`config.mk`:
```
export PLATFORM = sky130hd
export DESIGN_NAME = tpu_host_seq
export DESIGN_NICKNAME = d
export VERILOG_FILES = /design/src/rtl/tpu_host_seq.sv
export SDC_FILE = /design/constraint.sdc
export NUM_CORES = 1
export LEC_CHECK = 0
export BUFFER_PORTS_ARGS = -buffer_cell sky130_fd_sc_hd__buf_2
export CAP_MARGIN = 20
export CORE_ASPECT_RATIO = 0.7
export CORE_MARGIN = 2
export CORE_UTILIZATION = 35
export CTS_CLUSTER_DIAMETER = 200
export DETAILED_ROUTE_END_ITERATION = 8
export GPL_ROUTABILITY_DRIVEN = 0
export SYNTH_ARGS = -nofsm -noshare
export SYNTH_HDL_FRONTEND = slang
export SYNTH_SLANG_ARGS = --single-unit
export TNS_END_PERCENT = 10
```
`constraint.sdc`:
```
create_clock -name clk -period 2.5 [get_ports clk]
set_clock_uncertainty 0.2 [all_clocks]
set_input_delay 0 -clock clk [delete_from_list [all_inputs] [get_ports clk]]
set_output_delay 0 -clock clk [all_outputs]
set_load 0.01 [all_outputs]
```
`src/rtl/tpu_host_seq.sv`:
```
// Host-side sequencer for the tpu: forwards kernel then matrix bytes, then collects results into a FIFO.
// Build option: define TPU_SEQ_PERF_EN to add the cycles[31:0] busy-cycle counter output.
`timescale 1ns/1ps
module tpu_host_seq #(
    parameter int DATA_W     = 8,
    parameter int CONV_LEN   = 9,
    parameter int MAT_LEN    = 256,
    parameter int FIFO_DEPTH = 4,
    parameter int SLACK      = 2
) (
    input  logic              clk,
    input  logic              rst_n,
    input  logic              start,
    output logic              busy,
    input  logic              in_valid,
    input  logic [DATA_W-1:0] in_data,
    output logic              in_ready,
    output logic              tpu_insert_kernal,
    output logic              tpu_write_mode,
    output logic              tpu_write,
    output logic [DATA_W-1:0] tpu_data_in,
    output logic              tpu_ready,
    input  logic              tpu_done,
    input  logic [DATA_W-1:0] tpu_data_out,
    output logic              out_valid,
    output logic [DATA_W-1:0] out_data,
    input  logic              out_ready,
    output logic              overflow
`ifdef TPU_SEQ_PERF_EN
    ,
    output logic [31:0]       cycles
`endif
);

    localparam int CNT_W = $clog2(MAT_LEN + 1);
    localparam int PTR_W = $clog2(FIFO_DEPTH);
    localparam int OCC_W = PTR_W + 1;
    localparam logic [OCC_W-1:0] READY_LIMIT = OCC_W'(FIFO_DEPTH - SLACK);
    localparam logic [OCC_W-1:0] FULL_LEVEL  = OCC_W'(FIFO_DEPTH);
    localparam logic [CNT_W-1:0] KERNEL_LAST = CNT_W'(CONV_LEN - 1);
    localparam logic [CNT_W-1:0] MATRIX_LAST = CNT_W'(MAT_LEN - 1);

    typedef enum logic [3:0] {
        S_IDLE,
        S_KERNEL,
        S_KFLUSH1,
        S_KFLUSH2,
        S_MATRIX,
        S_MFLUSH1,
        S_MFLUSH2,
        S_RECV,
        S_DRAIN
    } state_t;

    state_t            state, state_next;
    logic [CNT_W-1:0]  cnt;
    logic [PTR_W-1:0]  wr_ptr, rd_ptr;
    logic [OCC_W-1:0]  occ, occ_next;
    logic [DATA_W-1:0] mem [FIFO_DEPTH];
    logic              accept, recv_done, full, push, pop;

    // NOTE: sequential state uses non-blocking assignments so every register samples pre-edge values.
    always_ff @(posedge clk or negedge rst_n) begin
        if (!rst_n) state <= S_IDLE;
        else        state <= state_next;
    end

    // NOTE: state_next gets a default before the case so no path leaves it unassigned (no latch).
    always_comb begin
        state_next = state;
        case (state)
            S_IDLE:    if (start) state_next = S_KERNEL;
            S_KERNEL:  if (accept && cnt == KERNEL_LAST) state_next = S_KFLUSH1;
            S_KFLUSH1: state_next = S_KFLUSH2;
            S_KFLUSH2: state_next = S_MATRIX;
            S_MATRIX:  if (accept && cnt == MATRIX_LAST) state_next = S_MFLUSH1;
            S_MFLUSH1: state_next = S_MFLUSH2;
            S_MFLUSH2: state_next = S_RECV;
            S_RECV:    if (recv_done && cnt == MATRIX_LAST) state_next = S_DRAIN;
            S_DRAIN:   if (occ == '0) state_next = S_IDLE;
            default:   state_next = S_IDLE;
        endcase
    end

    // A pop in the same cycle frees the slot, so a push into a full FIFO still lands.
    always_comb begin
        busy      = (state != S_IDLE);
        in_ready  = (state == S_KERNEL) || (state == S_MATRIX);
        accept    = in_valid && in_ready;
        recv_done = (state == S_RECV) && tpu_done;
        full      = (occ == FULL_LEVEL);
        out_valid = (occ != '0);
        out_data  = out_valid ? mem[rd_ptr] : '0;
        pop       = out_valid && out_ready;
        push      = recv_done && (!full || pop);
        occ_next  = occ + OCC_W'(push) - OCC_W'(pop);
    end

    // Flush cycle 1 repeats the write strobe once; flush cycle 2 drops the strobe and phase flags.
    always_ff @(posedge clk or negedge rst_n) begin
        if (!rst_n) begin
            tpu_insert_kernal <= 1'b0;
            tpu_write_mode    <= 1'b0;
            tpu_write         <= 1'b0;
            tpu_data_in       <= '0;
            tpu_ready         <= 1'b0;
        end else begin
            tpu_write <= accept || (state == S_KFLUSH1) || (state == S_MFLUSH1);
            if (accept) tpu_data_in <= in_data;
            if (state == S_IDLE && start) begin
                tpu_insert_kernal <= 1'b1;
                tpu_write_mode    <= 1'b1;
            end
            if (state == S_KFLUSH2) tpu_insert_kernal <= 1'b0;
            if (state == S_MFLUSH2) tpu_write_mode <= 1'b0;
            tpu_ready <= (state_next == S_RECV) && (occ_next < READY_LIMIT);
        end
    end

    always_ff @(posedge clk or negedge rst_n) begin
        if (!rst_n) begin
            cnt      <= '0;
            wr_ptr   <= '0;
            rd_ptr   <= '0;
            occ      <= '0;
            overflow <= 1'b0;
        end else begin
            if (state_next != state)        cnt <= '0;
            else if (accept || recv_done)   cnt <= cnt + 1'b1;
            if (push) wr_ptr <= wr_ptr + 1'b1;
            if (pop)  rd_ptr <= rd_ptr + 1'b1;
            occ <= occ_next;
            if (recv_done && full && !pop) overflow <= 1'b1;
        end
    end

    // NOTE: FIFO storage is not reset; occupancy and pointers alone decide which entries are valid.
    always_ff @(posedge clk) begin
        if (push) mem[wr_ptr] <= tpu_data_out;
    end

`ifdef TPU_SEQ_PERF_EN
    always_ff @(posedge clk or negedge rst_n) begin
        if (!rst_n)                     cycles <= '0;
        else if (state == S_IDLE && start) cycles <= '0;
        else if (busy && cycles != '1)  cycles <= cycles + 1'b1;
    end
`endif

endmodule

```
==> flow_summary.toml, run 1 <==
[status]
status = "complete, no violations"

[worst_setup_path]
cp_cell_sequence = "or3_4, and2_4, ha_4, inv_2, ha_2, fa_2, xnor2_2, nor4b_2"
crit_slowest_cell = "dfrtp_1"
cp_top_family = "adder cells"
critPathMaxFanout = 3
r2r_slack_ps = 60
critical_path.startpoint_type = "register"
critPathArrivalTime_ps = 2470
slowest_delay_ps = 420
path_class = "register to register"
end_kind = "register"
regToRegEndpoint = "tpu_ready$_DFF_PN0_"
reg2reg_depth = 8
cp_num_buf_inv = 1
worstPathRequired_ps = 2530
critPathLaunch = "occ[1]$_DFF_PN0_"
endpoint = "tpu_ready$_DFF_PN0_"
rr_startpoint = "occ[1]$_DFF_PN0_"
cp_num_cells = 8

[power]
internal_power_mw = 3.05
peakVddDrop_mv = 0.503
swShare = 0.294
cellPowerDensity_nw_per_um2 = 1040
pwr-share-clk = 0.307
p_leak_nw = 1.71
total_power_mw = 4.32
pwr-share-comb = 0.306
seqPwrFrac = 0.387
switching_power_mw = 1.27

[sta]
drv_slew = 0
setup_viol = 0
slew_headroom = 0.493
tightest_slew_ps = 761
whs_ps = 83.6
hold_violations = 0
setup_slack_ps = 61.1
finalCritPeriodShare = 0.976
maxClockFrequency_ghz = 0.410
layout_min_cycle_time_ps = 2440

[route]
highest_layer = "met4"
wl_met2_mm = 2.72
drt_first_iter_violations = 114
drt-total-wl_mm = 5.84
vias = 1967
ant_nets = 0
route.detailed.drc = 0
firstDrtPassIters = 5
wl_met1_mm = 2.78
routedWlPerCell_um = 13.7
route.met3.wl_um = 268
viasPerCell = 4.61

[floorplanning]
initial_core_util = 0.361
die_area_um2 = 9520
die_y_um = 82.2
die_width_um = 116
coreArea_um2 = 8480
rows = 28
ioPinCount = 46

[finish]
drive_above_1_share = 0.417
diodes = 0
layout_common_cells = "buf_2, edfxtp_1, dfrtp_1"
fin_nets = 334
area_growth_pct = 35.4
mostFrequentLayoutCell = "buf_2"
stdcell_count = 427

[worst_hold_path]
hp-class = "primary input to async pin"

[logic_synthesis]
ys_seq_area_frac = 0.584
ys.flop_type = "dfrtp_1"
syn_nets = 246
synth_edf_count = 32
yosysWarnings = 0
synth_seq_cells = 65
synthDistinctLibCells = 43
syn_inst = 214
synthArstFlopShare = 0.508
syn-cell-area_um2 = 3060
synth_area_per_cell_um2 = 14.3

[clock_network]
clk_pin_slew_ps = 50
cts_tree = "built"
clockBufferDepth = 2
htreeDepth = 3
numCtsBuffers = 9
cts_sinks = 65
clockRootBuffer = "clkbuf_16"
insertion_delay_ps = 330

[flow_run]
drv_cap = 0

[global_routing]
overflow = 0
antenna_found_initial = 0
grt_max_degree = 34
grt_pass1_wl_mm = 9.62
grt_pass1_vias = 1944
grt_usage = 0.137

[placed_design]
numPortBuffers = 45
dpl_worst_slack_ps = -59.6
place_inst = 387
place_hpwl_mm = 3.99
[power groups by stage]
stage | sequential [mW] | combinational (mW) | clock (mW)
after floorplan | 1.64 | 0.861 | 0
after global placement | 1.68 | 1.24 | 0
after detailed placement | 1.69 | 1.27 | 0
after CTS | 1.67 | 1.31 | 1.36
after global routing | 1.72 | 1.46 | 1.42
final | 1.67 | 1.32 | 1.33
[cell type report]
| class | instances | area [µm²] |
|---|---|---|
| Sequential cell | 65 | 1790 |
| Multi-Input combinational cell | 131 | 1260 |
| Tap cell | 120 | 150 |
| Timing Repair Buffer | 84 | 583 |
| Fill cell | 761 | 4340 |
| Clock buffer | 10 | 229 |
| Clock inverter | 6 | 92.6 |
| Inverter | 11 | 41.3 |
[layer usage]
layer / GRT usage / vias up
met5: 0 / -
met4: 0.0393 / 0
met3: 0.0511 / 6
met2: 0.205 / 46
met1: 0.187 / 963
li1: - / 952
[synth_stat cells (2+ instances only)]
| cell type | n | share of area |
|---|---|---|
| and3_1 | 2 | 0.0041 |
| nor4b_1 | 2 | 0.0057 |
| nand4_1 | 2 | 0.0041 |
| mux2_2 | 8 | 0.029 |
| mux4_2 | 8 | 0.059 |
| a21oi_1 | 7 | 0.011 |
| xor2_1 | 5 | 0.014 |
| nor2_1 | 10 | 0.012 |
| nand3_1 | 2 | 0.0033 |
| nor3_2 | 9 | 0.029 |
| o21ai_0 | 7 | 0.011 |
| inv_1 | 11 | 0.013 |
| ha_1 | 9 | 0.037 |
| clkbuf_1 | 3 | 0.0037 |
| dfrtp_1 | 33 | 0.27 |
| edfxtp_1 | 32 | 0.31 |
| nand2_1 | 15 | 0.018 |
| nor3_1 | 5 | 0.0082 |
| xnor2_1 | 7 | 0.020 |
| buf_2 | 2 | 0.0033 |
| and2_1 | 13 | 0.027 |
[state kept, by name, summed over array words and instances, names as in the netlist]
name               cells
cnt                    9
mem                   32
occ                    3
overflow               1
rd_ptr                 2
state                  4
tpu_data_in            8
tpu_insert_kernal      1
tpu_ready              1
tpu_write              1
tpu_write_mode         1
wr_ptr                 2
[kinds of logic after synthesis]
family | synth area share
and+or+nand+nor | 0.138
DFF | 0.584
AOI/OAI and AO/OA | 0.0642
buffers and inverters | 0.0266
muxes | 0.0916
xor gates and xnor gates | 0.0524
adders and majority gates | 0.0434
[worst min path at each step]
stage	startpoint	slack, ps	end	cells after the start
4_1_cts	rst_n	110	tpu_insert_kernal$_DFFE_PN0P_	2
3_3_place_gp	rst_n	-80	tpu_insert_kernal$_DFFE_PN0P_	1
5_1_grt	rst_n	180	cnt[1]$_DFFE_PN0P_	2
3_5_place_dp	rst_n	-80	tpu_insert_kernal$_DFFE_PN0P_	1
2_1_floorplan	rst_n	-500	cnt[0]$_DFFE_PN0P_	0
6_report	rst_n	80	tpu_insert_kernal$_DFFE_PN0P_	2
[through the flow]
stage	setup TNS, ps	cell area [µm²]	utilization
floorplan	-82.4	3120	-
global placement	0	3560	0.420
detailed placement	-102	3560	0.420
CTS	0	4110	0.484
global route	-18.8	4140	0.488
finish	0	4140	0.488
[what timing repair did]
item                       CTS  global route
buffers inserted             0             3
hold buffers                21             0
setup endpoints to repair    9            10
pin swaps                    1             4
resized for setup            3             3
hold endpoints to repair    81             0
(Power assumes the default switching activity.)
==> run 2: changes to the inputs <==
Settings changed: CORE_MARGIN 2 to 5, RECOVER_POWER set to 50.
Clock period 2.5 ns to 2.8 ns, I/O delays scaled along.
==> run 2 against run 1 <==
  * The run now ends with max-capacitance violations, max-slew violations left
  * Core utilization decreased by 2.4 points
  * First-iteration DRC count decreased by 17%
  * Sequential share of layout area increased by 2.2 points
  * Design area decreased by 4.9%
  * Final cell count decreased by 2.6%
  * Largest power group unchanged
==> flow_summary.toml, run 2 (synthesized netlist as in run 1, its figures left out) <==
[placed_design]
numPortBuffers = 45
place_hpwl_mm = 4.19
postPlaceCellArea_um2 = 3460

[clock_network]
insertion_delay_ps = 330
htreeDepth = 3
numCtsBuffers = 9
cts_setup_buffers = 0
clockBufferDepth = 2
cts_sinks = 65
clk_pin_slew_ps = 50
cts_tree = "built"
clockRootBuffer = "clkbuf_16"

[finish]
final_area_um2 = 3940
area_growth_pct = 28.8
largest_register_ffs = 32
fin_nets = 323
largest-register = "mem"
fillerInstances = 806
postLayoutCoreUtil = 0.465
drive_above_1_share = 0.277
layout_common_cells = "dfrtp_1, edfxtp_1, clkbuf_1"
diodes = 0
reg_top3 = "mem x32, cnt x9, tpu_data_in x8"

[sta]
final.setup.tns_ps = 0
tightest_slew_ps = 1820
slew_headroom = -0.211
rsz0062_at_grt = "no"
layout_min_cycle_time_ps = 2590
setup_viol = 0
finalCritPeriodShare = 0.923
hold_violations = 0
maxClockFrequency_ghz = 0.387
drv_slew = 34

[global_routing]
overflow = 0
grt_pass1_vias = 2031
grt_pass1_wl_mm = 10.2
antenna_found_initial = 0
grt_usage = 0.126
grt_max_degree = 34

[route]
firstDrtPassIters = 5
drt-total-wl_mm = 6.08
drt_first_iter_violations = 95
viasPerCell = 4.61
routedWlPerCell_um = 14.6
ant_nets = 0
route.detailed.drc = 0
vias = 1916

[status]
violations = "max-capacitance violations, max-slew violations"
status = "complete, but fails checks"

[floorplanning]
die_width_um = 122
coreArea_um2 = 8480
die_area_um2 = 10700
rows = 28
ioPinCount = 46
initial_core_util = 0.361
die_y_um = 88.2

[worst_setup_path]
path_class = "register to register"
r2r_slack_ps = 210
critPathMaxFanout = 4
critical_path.startpoint_type = "register"
end_kind = "register"
worstPathRequired_ps = 2830
critPathArrivalTime_ps = 2620

[power]
p_leak_nw = 1.57
cellPowerDensity_nw_per_um2 = 914
total_power_mw = 3.60
peakVddDrop_mv = 0.466

[worst_hold_path]
hp-class = "primary input to register"

[flow_run]
drv_cap = 1
## run 2: cell types whose count changed in the layout (fill, tap and decap cells not counted), sizes merged
cell,before,now
buf,63,30
clkbuf,10,34
clkinvlp,2,0
bufinv,2,1
clkinv,2,3
## run 2: timing repair
| action | 4_1_cts | 5_1_grt |
|---|---|---|
| gates resized for setup | 0 | 4 |
| hold buffers | 21 | 0 |
| endpoints found under the setup margin | 0 | 9 |
| endpoints found under the hold margin | 80 | 0 |
## run 2: final cells by class
type | instances | area, µm² | share of cell area
clock buffers | 12 | 236 | 0.0600
clock inverters | 4 | 43.8 | 0.0111
inverters | 11 | 41.3 | 0.0105
multi-input cells | 131 | 1210 | 0.306
flip-flops and latches | 65 | 1790 | 0.454
well taps | 120 | 150 | 0.0381
repair buffers | 73 | 473 | 0.120
## run 2: power by group
part	switching (mW)	internal, mW
Combinational	0.494	0.537
Clock	0.382	0.683
Sequential	0.214	1.29
Total	1.09	2.51
## run 2: worst paths after layout
| check | startpoint | end | cells past startpoint |
|---|---|---|---|
| min reg2reg | overflow$_DFFE_PN0P_ | overflow$_DFFE_PN0P_ | 1 |
| max reg2reg | occ[1]$_DFF_PN0_ | tpu_ready$_DFF_PN0_ | 8 |
| min | in_data[4] | tpu_data_in[4]$_DFFE_PN0P_ | 3 |
| max in group asynchronous | rst_n | state[1]$_DFF_PN0_ | 2 |
| min in group asynchronous | rst_n | state[0]$_DFF_PN0_ | 2 |
| max | occ[1]$_DFF_PN0_ | tpu_ready$_DFF_PN0_ | 8 |
## run 2: routing by layer
| metal | wire (µm) | track usage |
|---|---|---|
| met1 | 2920 | 0.170 |
| met2 | 2750 | 0.190 |
| met3 | 318 | 0.0409 |
| met4 | 91 | 0.0488 |
| met5 | 0 | 0 |
## run 2: critical path, stage by stage (launching register included)
cell	delay, ps
dfrtp_1	430
or3_1	380
and2_1	210
ha_1	280
inv_1	40
ha_1	190
fa_1	390
xnor2_1	160
nor4b_2	220
## run 2: through the flow
step                hold WS [ps]  cells  setup WS, ps
finish                       247    416           215
global route                 246    416          53.9
CTS                          123    416           124
detailed placement         -77.4    379           171
global placement           -86.8    379           127
floorplan                   -496    214          47.9
==> run 3: changes to the inputs <==
Settings changed: PLACE_DENSITY set to 0.64, RECOVER_POWER 50 to 100.
==> run 3 against run 2 <==
  * Power up 0.74%
  * Global-route usage about the same
  * Sequential cell count unchanged
  * Fmax down 1.6%
  * Clock-buffer cell count up 1
  * Clock power up 5%
  * Die area unchanged
  * Hold slack worse by 1.1 ps
  * Sequential power about the same
  * First-iteration DRC count down 1.1%
  * Combinational power about the same
  * Core utilization down 0.44 points
  * The flow still finishes with violations (max-capacitance violations, max-slew violations)
  * Critical path type unchanged
==> flow_summary.toml, run 3 (synthesized netlist as in run 1, its figures left out) <==
[power]
peakVddDrop_mv = 0.448
swShare = 0.302
pwr-share-comb = 0.280
internal_power_mw = 2.53
switching_power_mw = 1.10
seqPwrFrac = 0.414
cellPowerDensity_nw_per_um2 = 929
total_power_mw = 3.63
p_leak_nw = 1.54
pwr-share-clk = 0.307

[clock_network]
cts_tree = "built"
clk_pin_slew_ps = 50
cts_sinks = 65
numCtsBuffers = 9
insertion_delay_ps = 330
clockRootBuffer = "clkbuf_16"
clockBufferDepth = 2
htreeDepth = 3

[global_routing]
antenna_found_initial = 0
grt_max_degree = 34
overflow = 0
met1_usage = 0.168
grt_pass1_vias = 2049
use_met3 = 0.0415
gr-usage-met2 = 0.186
grt_busiest_layer = "met2"
grt_pass1_wl_mm = 10.2
grt_usage = 0.125

[finish]
fillerInstances = 803
area_growth_pct = 27.5
layout_common_cells = "clkbuf_1, dfrtp_1, edfxtp_1"
largest-register = "mem"
largest_register_ffs = 32
diodes = 0
mostFrequentLayoutCell = "clkbuf_1"
stdcell_count = 416
fin_nets = 323
reg_top3 = "mem x32, cnt x9, tpu_data_in x8"
drive_above_1_share = 0.226
final_area_um2 = 3900

[sta]
slew_headroom = -0.194
layout_min_cycle_time_ps = 2630
setup_slack_ps = 173
tightest_slew_ps = 1790
hold_violations = 0
final.setup.tns_ps = 0
drv_slew = 34
setup_viol = 0
finalCritPeriodShare = 0.938
rsz0062_at_grt = "no"
maxClockFrequency_ghz = 0.381

[worst_setup_path]
crit_slowest_cell = "or3_1"
cp_common_cell = "ha_1"
critPathMaxFanout = 3
end_kind = "register"
cp_top_family = "adder cells"
critical_path.startpoint_type = "register"
path_class = "register to register"
cp_num_buf_inv = 1
cp_cell_sequence = "or3_1, and2_0, ha_1, inv_1, ha_1, fa_1, xnor2_1, nor4b_2"
critPathArrivalTime_ps = 2660
worstPathRequired_ps = 2830
slowest_delay_ps = 400

[route]
ant_nets = 0
drt-total-wl_mm = 6.10
drt_first_iter_violations = 94
vias = 1931
viasPerCell = 4.64
route.detailed.drc = 0
firstDrtPassIters = 4
routedWlPerCell_um = 14.7

[floorplanning]
die_area_um2 = 10700
ioPinCount = 46
die_y_um = 88.2
initial_core_util = 0.361
die_width_um = 122
rows = 28
coreArea_um2 = 8480

[flow_run]
drv_cap = 1

[status]
status = "complete, but fails checks"
violations = "max-capacitance violations, max-slew violations"

[placed_design]
postPlaceCellArea_um2 = 3460
dpl_worst_slack_ps = 166
place_hpwl_mm = 4.24
place_inst = 379
numPortBuffers = 45

[worst_hold_path]
hp-class = "primary input to register"
## run 3: path summary, 6_finish.rpt
| check | start | to | slack (ps) | cells past startpoint |
|---|---|---|---|---|
| hold / removal | in_data[3] | tpu_data_in[3]$_DFFE_PN0P_ | 250 | 3 |
| setup reg to reg | occ[2]$_DFF_PN0_ | tpu_ready$_DFF_PN0_ | 170 | 8 |
| max in group asynchronous | rst_n | tpu_data_in[2]$_DFFE_PN0P_ | 860 | 2 |
| hold reg to reg | overflow$_DFFE_PN0P_ | overflow$_DFFE_PN0P_ | 290 | 1 |
| setup / recovery | occ[2]$_DFF_PN0_ | tpu_ready$_DFF_PN0_ | 170 | 8 |
| min in group asynchronous | rst_n | state[0]$_DFF_PN0_ | 500 | 2 |
## run 3: power by group through the flow
stage	Combinational [mW]	Clock, mW	Sequential (mW)
6_report	1.01	1.11	1.50
5_1_grt	1.14	1.17	1.54
4_1_cts	1.07	1.13	1.50
3_5_place_dp	1.04	0	1.52
3_3_place_gp	1.02	0	1.50
2_1_floorplan	0.714	0	1.46
## run 3: tightest hold or removal path, stage by stage
cell	delay (ps)
dlygate4sd3_1	520
buf_2	90
mux2_2	130
## run 3: stage by stage
step / utilization / hold slack, ps
2_1_floorplan: - / -496
3_3_place_gp: 0.408 / -85.9
3_5_place_dp: 0.408 / -81.8
4_1_cts: 0.468 / 129
5_1_grt: 0.460 / 263
6_report: 0.460 / 246
## run 3: layout make-up
| type | count | area [µm²] | area share |
|---|---|---|---|
| Clock inverter | 3 | 38.8 | 0.00994 |
| Sequential cell | 65 | 1790 | 0.458 |
| Timing Repair Buffer | 73 | 452 | 0.116 |
| Clock buffer | 13 | 260 | 0.0667 |
| Multi-Input combinational cell | 131 | 1170 | 0.301 |
| Inverter | 11 | 41.3 | 0.0106 |
| Tap cell | 120 | 150 | 0.0385 |
## run 3: per-layer routing
layer / vias up / part of all wire
li1: 926 / -
met1: 946 / 0.46
met2: 53 / 0.46
met3: 6 / 0.059
met4: 0 / 0.013
met5: - / 0
## run 3: what timing repair did
item | 4_1_cts | 5_1_grt
resized for setup | 0 | 1
setup endpoints to repair | 0 | 1
hold buffers | 21 | 0
endpoints found under the hold margin | 80 | 0
setup buffers | 0 | 0
